`src/rtl/serial_frame_capture.sv`:
```
// Serial-to-parallel frame capture with a valid/ready holding register.
// Shifts in WIDTH bits while en is high and returns a done pulse upstream.
// Reports mid-frame en drops as abort and dropped frames as sticky overrun.
module serial_frame_capture #(
  parameter int unsigned WIDTH     = 8,
  parameter bit          MSB_FIRST = 1'b0,
  localparam int unsigned CW       = $clog2(WIDTH + 1)
) (
  input  logic             clk,
  input  logic             rst_n,
  input  logic             ser_in,
  input  logic             en,
  input  logic             data_ready,
  input  logic             clr_ovr,
  output logic [WIDTH-1:0] data_out,
  output logic             data_valid,
  output logic             done,
  output logic             abort,
  output logic             overrun,
  output logic [CW-1:0]    bit_cnt
);

  // Reject frame widths the counter and bit-placement logic cannot support.
  if (WIDTH < 2 || WIDTH > 32) begin : g_bad_width
    $error("serial_frame_capture: WIDTH must be in the range 2..32");
  end

  localparam logic [WIDTH-1:0] LSB_ONE  = WIDTH'(1);
  localparam logic [WIDTH-1:0] MSB_ONE  = {1'b1, {(WIDTH-1){1'b0}}};
  localparam logic [CW-1:0]    LAST_BIT = CW'(WIDTH - 1);

  typedef enum logic {
    IDLE  = 1'b0,
    SHIFT = 1'b1
  } state_t;

  state_t           state, state_nxt;
  logic [WIDTH-1:0] shreg, shreg_nxt;
  logic [WIDTH-1:0] dout_nxt;
  logic [CW-1:0]    cnt_nxt;
  logic             valid_nxt, done_nxt, abort_nxt, ovr_nxt;
  logic             complete;
  logic [WIDTH-1:0] bit_mask;
  logic [WIDTH-1:0] captured;

  // Next-state, shift-register and holding-register decisions.
  always_comb begin
    state_nxt = state;
    shreg_nxt = shreg;
    cnt_nxt   = bit_cnt;
    dout_nxt  = data_out;
    valid_nxt = data_valid;
    done_nxt  = 1'b0;
    abort_nxt = 1'b0;
    ovr_nxt   = overrun & ~clr_ovr;
    complete  = 1'b0;

    // bit_cnt is always 0 in IDLE, so the same mask serves the first bit.
    bit_mask = MSB_FIRST ? (MSB_ONE >> bit_cnt) : (LSB_ONE << bit_cnt);
    captured = ((state == SHIFT) ? shreg : '0) | (ser_in ? bit_mask : '0);

    case (state)
      IDLE: begin
        if (en) begin
          shreg_nxt = captured;
          cnt_nxt   = CW'(1);
          state_nxt = SHIFT;
        end else begin
          cnt_nxt = '0;
        end
      end
      SHIFT: begin
        if (!en) begin
          shreg_nxt = '0;
          cnt_nxt   = '0;
          abort_nxt = 1'b1;
          state_nxt = IDLE;
        end else if (bit_cnt == LAST_BIT) begin
          complete  = 1'b1;
          shreg_nxt = '0;
          cnt_nxt   = '0;
          state_nxt = IDLE;
        end else begin
          shreg_nxt = captured;
          cnt_nxt   = bit_cnt + CW'(1);
        end
      end
      default: begin
        shreg_nxt = '0;
        cnt_nxt   = '0;
        state_nxt = IDLE;
      end
    endcase

    if (data_valid && data_ready) begin
      valid_nxt = 1'b0;
    end

    // A completed frame loads only if the holding register is free this edge.
    if (complete) begin
      done_nxt = 1'b1;
      if (!data_valid || data_ready) begin
        dout_nxt  = captured;
        valid_nxt = 1'b1;
      end else begin
        ovr_nxt = 1'b1;
      end
    end
  end

  // State and output registers with synchronous active-low reset.
  always_ff @(posedge clk) begin
    if (!rst_n) begin
      state      <= IDLE;
      shreg      <= '0;
      bit_cnt    <= '0;
      data_out   <= '0;
      data_valid <= 1'b0;
      done       <= 1'b0;
      abort      <= 1'b0;
      overrun    <= 1'b0;
    end else begin
      state      <= state_nxt;
      shreg      <= shreg_nxt;
      bit_cnt    <= cnt_nxt;
      data_out   <= dout_nxt;
      data_valid <= valid_nxt;
      done       <= done_nxt;
      abort      <= abort_nxt;
      overrun    <= ovr_nxt;
    end
  end

endmodule

```
`config.mk`:
```
export PLATFORM = sky130hd
export DESIGN_NAME = serial_frame_capture
export DESIGN_NICKNAME = d
export VERILOG_FILES = /design/src/rtl/serial_frame_capture.sv
export SDC_FILE = /design/constraint.sdc
export NUM_CORES = 1
export LEC_CHECK = 0
export ABC_AREA = 1
export CAP_MARGIN = 20
export CELL_PAD_IN_SITES_DETAIL_PLACEMENT = 2
export CELL_PAD_IN_SITES_GLOBAL_PLACEMENT = 2
export CORE_MARGIN = 5
export CORE_UTILIZATION = 27
export CTS_BUF_LIST = sky130_fd_sc_hd__clkbuf_4 sky130_fd_sc_hd__clkbuf_8
export DETAILED_ROUTE_END_ITERATION = 8
export GPL_TIMING_DRIVEN = 0
export PLACE_DENSITY_LB_ADDON = 0.05
export SYNTH_ARGS = -nofsm -noshare
export SYNTH_HDL_FRONTEND = slang
export SYNTH_SLANG_ARGS = --single-unit
export TNS_END_PERCENT = 20
```
`constraint.sdc`:
```
create_clock -name clk -period 1.55 [get_ports clk]
set_clock_uncertainty 0.15 [all_clocks]
set_input_delay 0.2325 -clock clk [delete_from_list [all_inputs] [get_ports clk]]
set_output_delay 0.2325 -clock clk [all_outputs]
set_load 0.005 [all_outputs]
```
# --- Word-level counts from Yosys, hierarchy flattened ---
# Index checks and enable logic that the tools add are counted.
word_totals:
  input_bits: 6
  wordCells: 45
  ff_bits: 25
  out_inout_bits: 16
op_classes:
  muxes: 24
  eq_ne: 2
  reduce_logical: 5
  n_shift: 1
  addsub: 1
  bitwise_logic: 4
ops:
  columns: ["op", "count"]
  rows:
  - ["2-to-1 mux 8 bit", 5]
  - ["case mux 8 bit (2 select lines)", 1]
  - ["2-to-1 mux 1 bit", 14]
  - ["2-to-1 mux 4 bit", 2]
  - ["OR 8 bit", 1]
  - ["case mux 4 bit (2 select lines)", 1]
  - ["<< shifter 1 x 4 -> 8 bit (first input constant)", 1]
  - ["adder 4 x 1 -> 4 bit (second input constant)", 1]
  - ["equality test 4 x 3 -> 1 bit (second input constant)", 1]
  - ["AND reduction 2 bit", 2]
  - ["!= test 2 bit (second input constant)", 1]
  - ["inverter 1 bit", 2]
  - ["case mux 1 bit (2 select lines)", 1]
  - ["bitwise AND 1 bit", 1]
  - ["logical AND 1 bit", 1]
  - ["logical NOT 1 bit", 1]
  - ["logical OR 1 bit", 1]

# --- Logic depth before layout (Yosys ltp) ---
# Gate-level depths: netlist of the first run.
depth:
  depth_word: 6
  ltp_mapped: 8
  ltp_nobuf: 8

# --- Worst setup path after synthesis of the first run ---
# No wires, ideal clock.
synth_timing:
  path_kind: "reg2reg"
  startpoint: "register bit_cnt[0]"
  endpoint: "register data_out[0]"
  path_stages_with_launch: 8
  period_less_slack_ps: 1535
  path_slack_ps: 15
  t_arrival_ps: 1270
  setup_ps: 115
  required_ps: 1285
  path_buffers: 1
  path_cell_list: "dfxtp_1 -> ha_1 -> nand4_4 -> nor2_8 -> buf_8 -> nand3_1 -> nand2_1 -> nor2_1"
synth_between:
  elab_chain_len: 5
  word_cells_on_any_way: 8
  cone_classes: "1 x eq/ne; 1 x shift; 4 x mux; 1 x bitwise; 1 x reduce/logical"
synth_rtl:
  columns: ["element", "line", "text"]
  rows:
  - ["start, declared", "20", "output logic [CW-1:0] bit_cnt"]
  - ["start signal, assigned", "125", "bit_cnt <= cnt_nxt;"]
  - ["equality test 4 x 3 -> 1 bit", "78", "end else if (bit_cnt == LAST_BIT) begin"]
  - ["2-to-1 mux 1 bit", "78", null]
  - ["2-to-1 mux 1 bit", "73", "if (!en) begin"]
  - ["2-to-1 mux 1 bit", "62", "case (state)"]
  - ["AND reduction 2 bit (no line)", null, null]
  - ["end signal, assigned", "126", "data_out <= dout_nxt;"]
  - ["end, declared", "15", "output logic [WIDTH-1:0] data_out,"]
# Parallel ways exist; a longest one is shown, timed or not.
# A chain may end at the register's enable or synchronous reset.

# --- Worst setup path in the final report of the first run ---
layout_timing:
  startpoint: "register data_out[7]"
  endpoint: "output data_out[7]"
# No word-level cell between the ends.

==> impl_metrics.tcl, run 1 <==
set metrics [dict create \
    status "finished clean" \
    yosysWarnings 0 \
    yosysTopAreaCell "dfxtp_1" \
    ir_drop_v 0.000304 \
    startpoint "data_out[7]" \
    cp_top_family "buffers and inverters" \
    clk-insertion-delay-late_ps 270 \
    synth.area.top_cells "dfxtp_1, nand2_1, ha_1" \
    synth_compound_area_share_pct 10.1 \
    synth_mux_area_share_pct 0 \
    fin_util_pct 38.5 \
    grt_first_pass_wirelength_mm 5.78 \
    max-clock-path-buffers 2 \
    mostFrequentLayoutCells "nand2_1, nor2_1, dfxtp_1, inv_1, clkdlybuf4s50_1" \
    clkPwrFrac_pct 36.9 \
    drtPass1Iterations 4 \
    cp_num_buf_inv 1 \
    io_pins 22 \
    netlist_instances 153 \
    switching_share_pct 23.9 \
    ys_ff_latch 25 \
    num_rows 23 \
    totalWireLength_mm 3.37 \
    critPathKind "reg -> out" \
    rsz0062_at_grt "yes" \
    initial_core_util_pct 28.3 \
    drive_above_1_share_pct 14.9 \
    clk_pin_slew_worst_paths_ps 90 \
    gp_congestion 0.717 \
    cts_sinks 25 \
    startpoint_type "flip-flop" \
    num_antenna_cells 0 \
    synth.distinct_cells 21 \
    syn_avg_cell_area_um2 7.52 \
    drc_errors 0 \
    end_kind "output port" \
    cts_root_buffer "clkbuf_8" \
    internal_power_w 0.000874 \
    path_max_fanout 2 \
    area_delta_synth_final_pct 35.7 \
    h-tree-depth 1 \
    finalSetupViolations 0 \
    cp.arrival_ps 1130 \
    grt_pass1_vias 1209 \
    hold_viol 0 \
    grt-ovfl-total 0 \
    critical_path.slowest_cell "clkdlybuf4s50_1" \
    cts_tree "built" \
    ctsHoldBuffers 0 \
    power_density_nw_per_um2 736 \
    routed_via_density 4.77 \
    max_cap_violations 0 \
    hpwl_mm 2.56 \
    syn_nets 165 \
    cts_made_buffers 3 \
    antenna_found_initial 0 \
    finalCritPeriodShare_pct 97.4 \
    num_vias 1101 \
    die_h_um 75.3 \
    seqPwrFrac_pct 56.8 \
    num-nets-final 194 \
    crit_chain "clkdlybuf4s50_1" \
    timing.fmax_mhz 662 \
    layout_setup_ws_ps 40.5 \
    r2r-start "bit_cnt[1]" \
    grt_util_all_layers_pct 13.3 \
    synthAdderAreaFrac_pct 6.53 \
    p_leak_nw 0.730 \
    hp-class "reg -> reg" \
    power.switching_w 0.000275 \
    cp.required_ps 1170 \
    netlist_area_um2 1150 \
    coreArea_um2 4060 \
    comb_power_share_pct 6.4 \
    slew_headroom_pct 70.6 \
    hp-start "shreg[6]" \
    crit_path_max_incr_delay_ps 510 \
    portBuffers 21 \
    final_common_cell "nand2_1" \
    fin_crit_ps 1510 \
    synthXorXnorAreaFrac_pct 0 \
    grt_max_degree 14 \
    antenna_left 0 \
    synth_top_family_by_area "simple AND/OR/NAND/NOR gates" \
    ys_seq_area_share_pct 43.5 \
    initialDrtViolationCount 11 \
    wire_per_inst_um 14.6 \
    yosys.area_share.simple_pct 29.4 \
    dieArea_um2 5660 \
    fp.dieW_um 75.3 \
    total_power_w 0.00115 \
    tightestPinTransition_ps 441 \
    drv_slew 0 \
    pre_cts_ws_ps -280 \
    netlist.area_leader.share_pct 43.5 \
]
## layer usage
layer,vias up,part of all wire (%),routed length (um),global-route usage (%)
li1,541,-,-,-
met1,543,43,1460,17.0
met2,14,53,1780,23.4
met3,3,2.5,83,2.14
met4,0,1.1,38,3.50
met5,-,0,0,0
## synth_stat cells (all sizes together)
cell	count
ha	6
o21ai	9
nand3	13
nor3	1
inv	18
nor2	20
o22ai	1
dfxtp	25
nand4	3
nand2	36
clkbuf	2
buf	2
clkinv	4
a21oi	13
## logic make-up after synthesis
kind of cell | count (synthesis)
flip-flops | 25
adder cells (fa/ha/maj) | 6
buffers and inverters | 26
AO/OA/AOI/OAI | 23
AND/OR/NAND/NOR | 73
## cell type report
cell class	instances	area, um2
tap	50	62.6
timing repair buffer	24	251
multi-input combinational	102	559
inverter	22	82.6
fill	475	2500
sequential	25	515
buffer	4	40.0
clock buffer	4	48.8
## power groups by stage
stage / clock [W] / combinational (W) / sequential (W)
global route: 0.000467 / 0.0000842 / 0.000654
global placement: 0 / 0.0000690 / 0.000669
CTS: 0.000445 / 0.0000730 / 0.000653
floorplan: 0 / 0.0000348 / 0.000668
detailed placement: 0 / 0.0000718 / 0.000670
finish: 0.000424 / 0.0000730 / 0.000652
## flip-flops by register name, indices dropped and copies added (netlist names)
name and flops:
data_out 8, shreg 8, bit_cnt 4, abort 1, data_valid 1, done 1, overrun 1, state 1
## final timing paths
kind                       to  cells past startpoint  slack [ps]
setup reg to reg  data_out[6]                      7          90
hold reg to reg      shreg[6]                      2         320
setup / recovery  data_out[7]                      1          40
hold / removal       shreg[6]                      2         320
## metrics by stage
step | setup TNS, ps | hold WS (ps) | cell area (um2) | instances
final | 0 | 319 | 1560 | 231
after CTS | 0 | 328 | 1510 | 229
after floorplan | 0 | 154 | 1150 | 153
after global placement | -2470 | 290 | 1420 | 224
after global routing | -77.0 | 366 | 1560 | 231
after detailed placement | -3690 | 304 | 1420 | 224
## what timing repair did
| item | in CTS | in global routing |
|---|---|---|
| setup buffers | 1 | 2 |
| endpoints found under the setup margin | 26 | 11 |
| pin swaps | 0 | 3 |
| resized for setup | 14 | 9 |
(Power assumes the default switching activity.)
==> run 2, diff against run 1 <==
Settings changed: REMOVE_ABC_BUFFERS from default to 1.
==> run 2 against run 1 <==
Against the previous run:
- utilization is 0.31 points lower
- global-route usage is 1.1 points lower
- die area unchanged
- hold slack better by 6.2 ps
- power down 1.4%
==> impl_metrics.tcl, run 2 (synthesis gave the netlist of run 1 again) <==
set metrics [dict create \
    internal_power_w 0.000872 \
    totalWireLength_mm 3.26 \
    ctsHoldBuffers 0 \
    antenna_left 0 \
    cts_root_buffer "clkbuf_8" \
    power.switching_w 0.000260 \
    tightestPinTransition_ps 559 \
    fin_util_pct 38.1 \
    fp.dieW_um 75.3 \
    status "finished clean" \
    dieArea_um2 5660 \
    post-place-cells 220 \
    grt_util_all_layers_pct 12.3 \
    hpwl_mm 2.26 \
    gp_congestion 0.728 \
    antenna_found_initial 0 \
    end_kind "flip-flop" \
    num-nets-final 193 \
    mostFrequentLayoutCells "nand2_1, nor2_1, dfxtp_1, inv_1, clkdlybuf4s50_1" \
    num_rows 23 \
    largestRegisters "data_out: 8 flops, shreg: 8 flops, bit_cnt: 4 flops" \
    nFillCells 471 \
    area_delta_synth_final_pct 34.6 \
    clk_pin_slew_worst_paths_ps 80 \
    startpoint_type "input pin" \
    clkPwrFrac_pct 36.1 \
    cp.required_ps 1560 \
    cts_tree "built" \
    grt_max_degree 17 \
    wire_per_inst_um 14.2 \
    cts_made_buffers 3 \
    finalCritPeriodShare_pct 96.4 \
    critical_path.slowest_cell "clkdlybuf4s50_1" \
    drv_slew 0 \
    fin_crit_ps 1490 \
    drc_errors 0 \
    fin_setup_tns_ps 0 \
    crit_path_max_incr_delay_ps 610 \
    rsz0062_at_grt "yes" \
    h-tree-depth 1 \
    power_density_nw_per_um2 732 \
    reg2reg_depth 7 \
    crit_chain "clkdlybuf4s50_1 -> inv_1 -> nor2_8 -> buf_12 -> nand3_1 -> nand2_1 -> nor2_1" \
    finalSetupViolations 0 \
    final_common_cell "nand2_1" \
    total_power_w 0.00113 \
    cp.arrival_ps 1510 \
    stdcell_count 230 \
    routed_via_density 4.60 \
    hold_viol 0 \
    comb_power_share_pct 6.0 \
    coreArea_um2 4060 \
    multiInputGateArea_um2 558 \
    met2WireLength_mm 1.68 \
    drive_above_1_share_pct 16.1 \
    drtPass1Iterations 2 \
    rrSetupSlack_ps 80 \
    clk-insertion-delay-late_ps 270 \
    io_pins 22 \
    critPathKind "in -> reg" \
    timing.fmax_mhz 669 \
    slew_headroom_pct 62.7 \
    design_area_um2 1550 \
    crit_end "data_out[7]" \
    top_layer "met4" \
    route.met3.wl_um 99 \
    p_leak_nw 0.698 \
    initialDrtViolationCount 20 \
    die_h_um 75.3 \
    grt-ovfl-total 0 \
    placed_area_um2 1390 \
    grt_first_pass_wirelength_mm 5.31 \
    cts_sinks 25 \
    max-clock-path-buffers 2 \
    num_vias 1059 \
    r2r_end "data_out[7]" \
    portBuffers 21 \
    seq_area_um2 520 \
    num_antenna_cells 0 \
    r2r-start "bit_cnt[0]" \
    wl_met1_mm 1.46 \
    seqPwrFrac_pct 57.9 \
    switching_share_pct 23.0 \
    max_cap_violations 0 \
    grt_pass1_vias 1147 \
    hp-class "reg -> reg" \
    ir_drop_v 0.000427 \
    path_max_fanout 7 \
    startpoint "en" \
    initial_core_util_pct 28.3 \
]
-- run 2: power groups by stage --
stage               Sequential (W)  Combinational [W]  Clock (W)
finish                    0.000655          0.0000680   0.000409
detailed placement        0.000674          0.0000647          0
floorplan                 0.000671          0.0000287          0
global route              0.000657          0.0000771   0.000459
global placement          0.000674          0.0000631          0
CTS                       0.000656          0.0000646   0.000426
-- run 2: final cells by class --
| cell class | count | area share, % |
|---|---|---|
| well taps | 50 | 4.04 |
| repair buffers | 27 | 17.8 |
| multi-input cells | 102 | 36.1 |
| clock buffers | 4 | 3.15 |
| flip-flops and latches | 25 | 33.6 |
| inverters | 22 | 5.34 |
-- run 2: stage by stage --
| step | setup WS, ps | hold WS (ps) |
|---|---|---|
| 2_1_floorplan | 63.9 | 154 |
| 3_3_place_gp | -510 | 289 |
| 3_5_place_dp | -581 | 306 |
| 4_1_cts | 9.77 | 331 |
| 5_1_grt | -7.06 | 363 |
| 6_report | 55.6 | 325 |
-- run 2: worst min-delay path by stage --
stage / start / endpoint / slack, ps / cells after the start
after floorplan: en / abort / 150 / 1
after global placement: shreg[6] / shreg[6] / 290 / 2
after detailed placement: shreg[7] / shreg[7] / 310 / 2
after CTS: shreg[2] / shreg[2] / 330 / 2
after global routing: shreg[4] / shreg[4] / 360 / 2
final: shreg[7] / shreg[7] / 330 / 2
-- run 2: repair_timing --
item,CTS,global route
setup endpoints to repair,25,16
setup buffers,2,4
gates resized for setup,18,10
pin swaps,1,1
hold endpoints to repair,0,0
-- run 2: per-layer routing --
layer,up-vias,global-route usage [%]
li1,533,-
met1,506,15.4
met2,15,21.0
met3,5,3.74
met4,0,2.33
met5,-,0
-- run 2: worst max-delay path, delay by kind of cell --
kind / cells / cell delay, ps
simple gates: 4 / 380
buf+inv: 3 / 880
==> run 3, diff against run 2 <==
Settings changed: CELL_PAD_IN_SITES_DETAIL_PLACEMENT 2 to default, CELL_PAD_IN_SITES_GLOBAL_PLACEMENT 2 to default, CORE_UTILIZATION 27 to 48.
==> run 3 against run 2 <==
Against the previous run:
- global-route usage grew 2.0 points
- final area shrank 6.9%
- clock power shrank 29%
- maximum frequency grew 4.5%
- highest routed layer unchanged
==> impl_metrics.tcl, run 3 (synthesis gave the netlist of run 1 again) <==
set metrics [dict create \
    cts_root_buffer "clkbuf_4" \
    layout_setup_ws_ps 119 \
    status "finished clean" \
    max-clock-path-buffers 2 \
    path_max_fanout 10 \
    num_vias 1004 \
    grt_pass1_vias 938 \
    fin_util_pct 63.9 \
    wire_per_inst_um 11.7 \
    num-nets-final 190 \
    cts_tree "built" \
    slew_headroom_pct 64.5 \
    rsz0062_at_grt "no" \
    h-tree-depth 1 \
    grt_max_degree 18 \
    timing.fmax_mhz 699 \
    num_antenna_cells 0 \
    final_common_cell "nand2_1" \
    initialDrtViolationCount 38 \
    io_pins 22 \
    max_cap_violations 0 \
    hp-class "in -> reg" \
    area_delta_synth_final_pct 25.4 \
    power_density_nw_per_um2 698 \
    ir_drop_v 0.000494 \
    p_leak_nw 0.700 \
    drtPass1Iterations 4 \
    fin_setup_tns_ps 0 \
    hpwl_mm 1.75 \
    initial_core_util_pct 51.0 \
    drc_errors 0 \
    num_rows 17 \
    fp.dieW_um 58.9 \
    hold_viol 0 \
    largestRegisters "data_out: 8 flops, shreg: 8 flops, bit_cnt: 4 flops" \
    cts_sinks 25 \
    critPathKind "reg -> reg" \
    antenna_found_initial 0 \
    ctsHoldBuffers 0 \
    mostFrequentLayoutCells "nand2_1, nor2_1, inv_1, dlygate4sd2_1" \
    cp.arrival_ps 1480 \
    pre_cts_ws_ps -427 \
    drv_slew 0 \
    totalWireLength_mm 2.39 \
    portBuffers 21 \
    dieArea_um2 3470 \
    drive_above_1_share_pct 18.1 \
    grt_util_all_layers_pct 14.3 \
    end_kind "flip-flop" \
    tightestPinTransition_ps 532 \
    clk-insertion-delay-late_ps 310 \
    coreArea_um2 2250 \
    finalCritPeriodShare_pct 92.3 \
    gp_congestion 0.767 \
    fin_crit_ps 1430 \
    grt_first_pass_wirelength_mm 3.92 \
    antenna_left 0 \
    stdcell_count 205 \
    cts_made_buffers 3 \
    routed_via_density 4.90 \
    startpoint_type "flip-flop" \
    die_h_um 58.9 \
    clk_pin_slew_worst_paths_ps 140 \
    cp.required_ps 1600 \
    post-place-cells 198 \
    finalSetupViolations 0 \
    grt-ovfl-total 0 \
    nFillCells 209 \
]
run 3: stage by stage:
| stage | total power, W | area [um2] | hold slack (ps) |
|---|---|---|---|
| finish | 0.00101 | 1440 | 322 |
| global route | 0.00105 | 1440 | 336 |
| CTS | 0.00102 | 1410 | 320 |
| detailed placement | 0.000733 | 1360 | 298 |
| global placement | 0.000733 | 1360 | 290 |
| floorplan | 0.000699 | 1110 | 154 |
run 3: timing repair:
action | CTS | global route
pin swaps | 0 | 1
endpoints found under the hold margin | 0 | 0
gates resized for setup | 34 | 5
setup buffers | 2 | 0
gates cloned | 0 | 1
setup endpoints to repair | 35 | 12
run 3: power breakdown:
group | internal, W | switching (W) | total [W]
clock network | 0.0000965 | 0.000192 | 0.000289
registers | 0.000645 | 0.0000103 | 0.000655
logic | 0.0000260 | 0.0000369 | 0.0000629
run 3: layer usage:
layer,track usage (%),vias to the layer above,part of all wire [%]
met5,0,-,0
met3,2.63,4,4.3
met4,4.21,0,1.1
met2,24.6,14,49
li1,-,532,-
met1,18.0,454,46
run 3: layout make-up:
cell class	count	area (um2)	area share [%]
Multi-Input combinational cell	103	557	38.6
Clock buffer	3	22.5	1.56
Tap cell	28	35.0	2.43
Sequential cell	25	528	36.6
Clock inverter	1	5.00	0.347
Inverter	22	82.6	5.73
Timing Repair Buffer	23	211	14.7
run 3: worst paths after layout:
| kind | start | slack, ps | cells after the start | to |
|---|---|---|---|---|
| hold / removal | clr_ovr | 320 | 2 | overrun |
| hold reg to reg | shreg[3] | 330 | 2 | shreg[3] |
| setup / recovery | bit_cnt[0] | 120 | 6 | shreg[2] |
| setup reg to reg | bit_cnt[0] | 120 | 6 | shreg[2] |
run 3: critical path: stages (launching register included):
cell and delay, ps:
dfxtp_4 410, ha_4 180, nand4_4 180, nand2_1 100
inv_1 50, nand2_2 140, o21ai_0 110
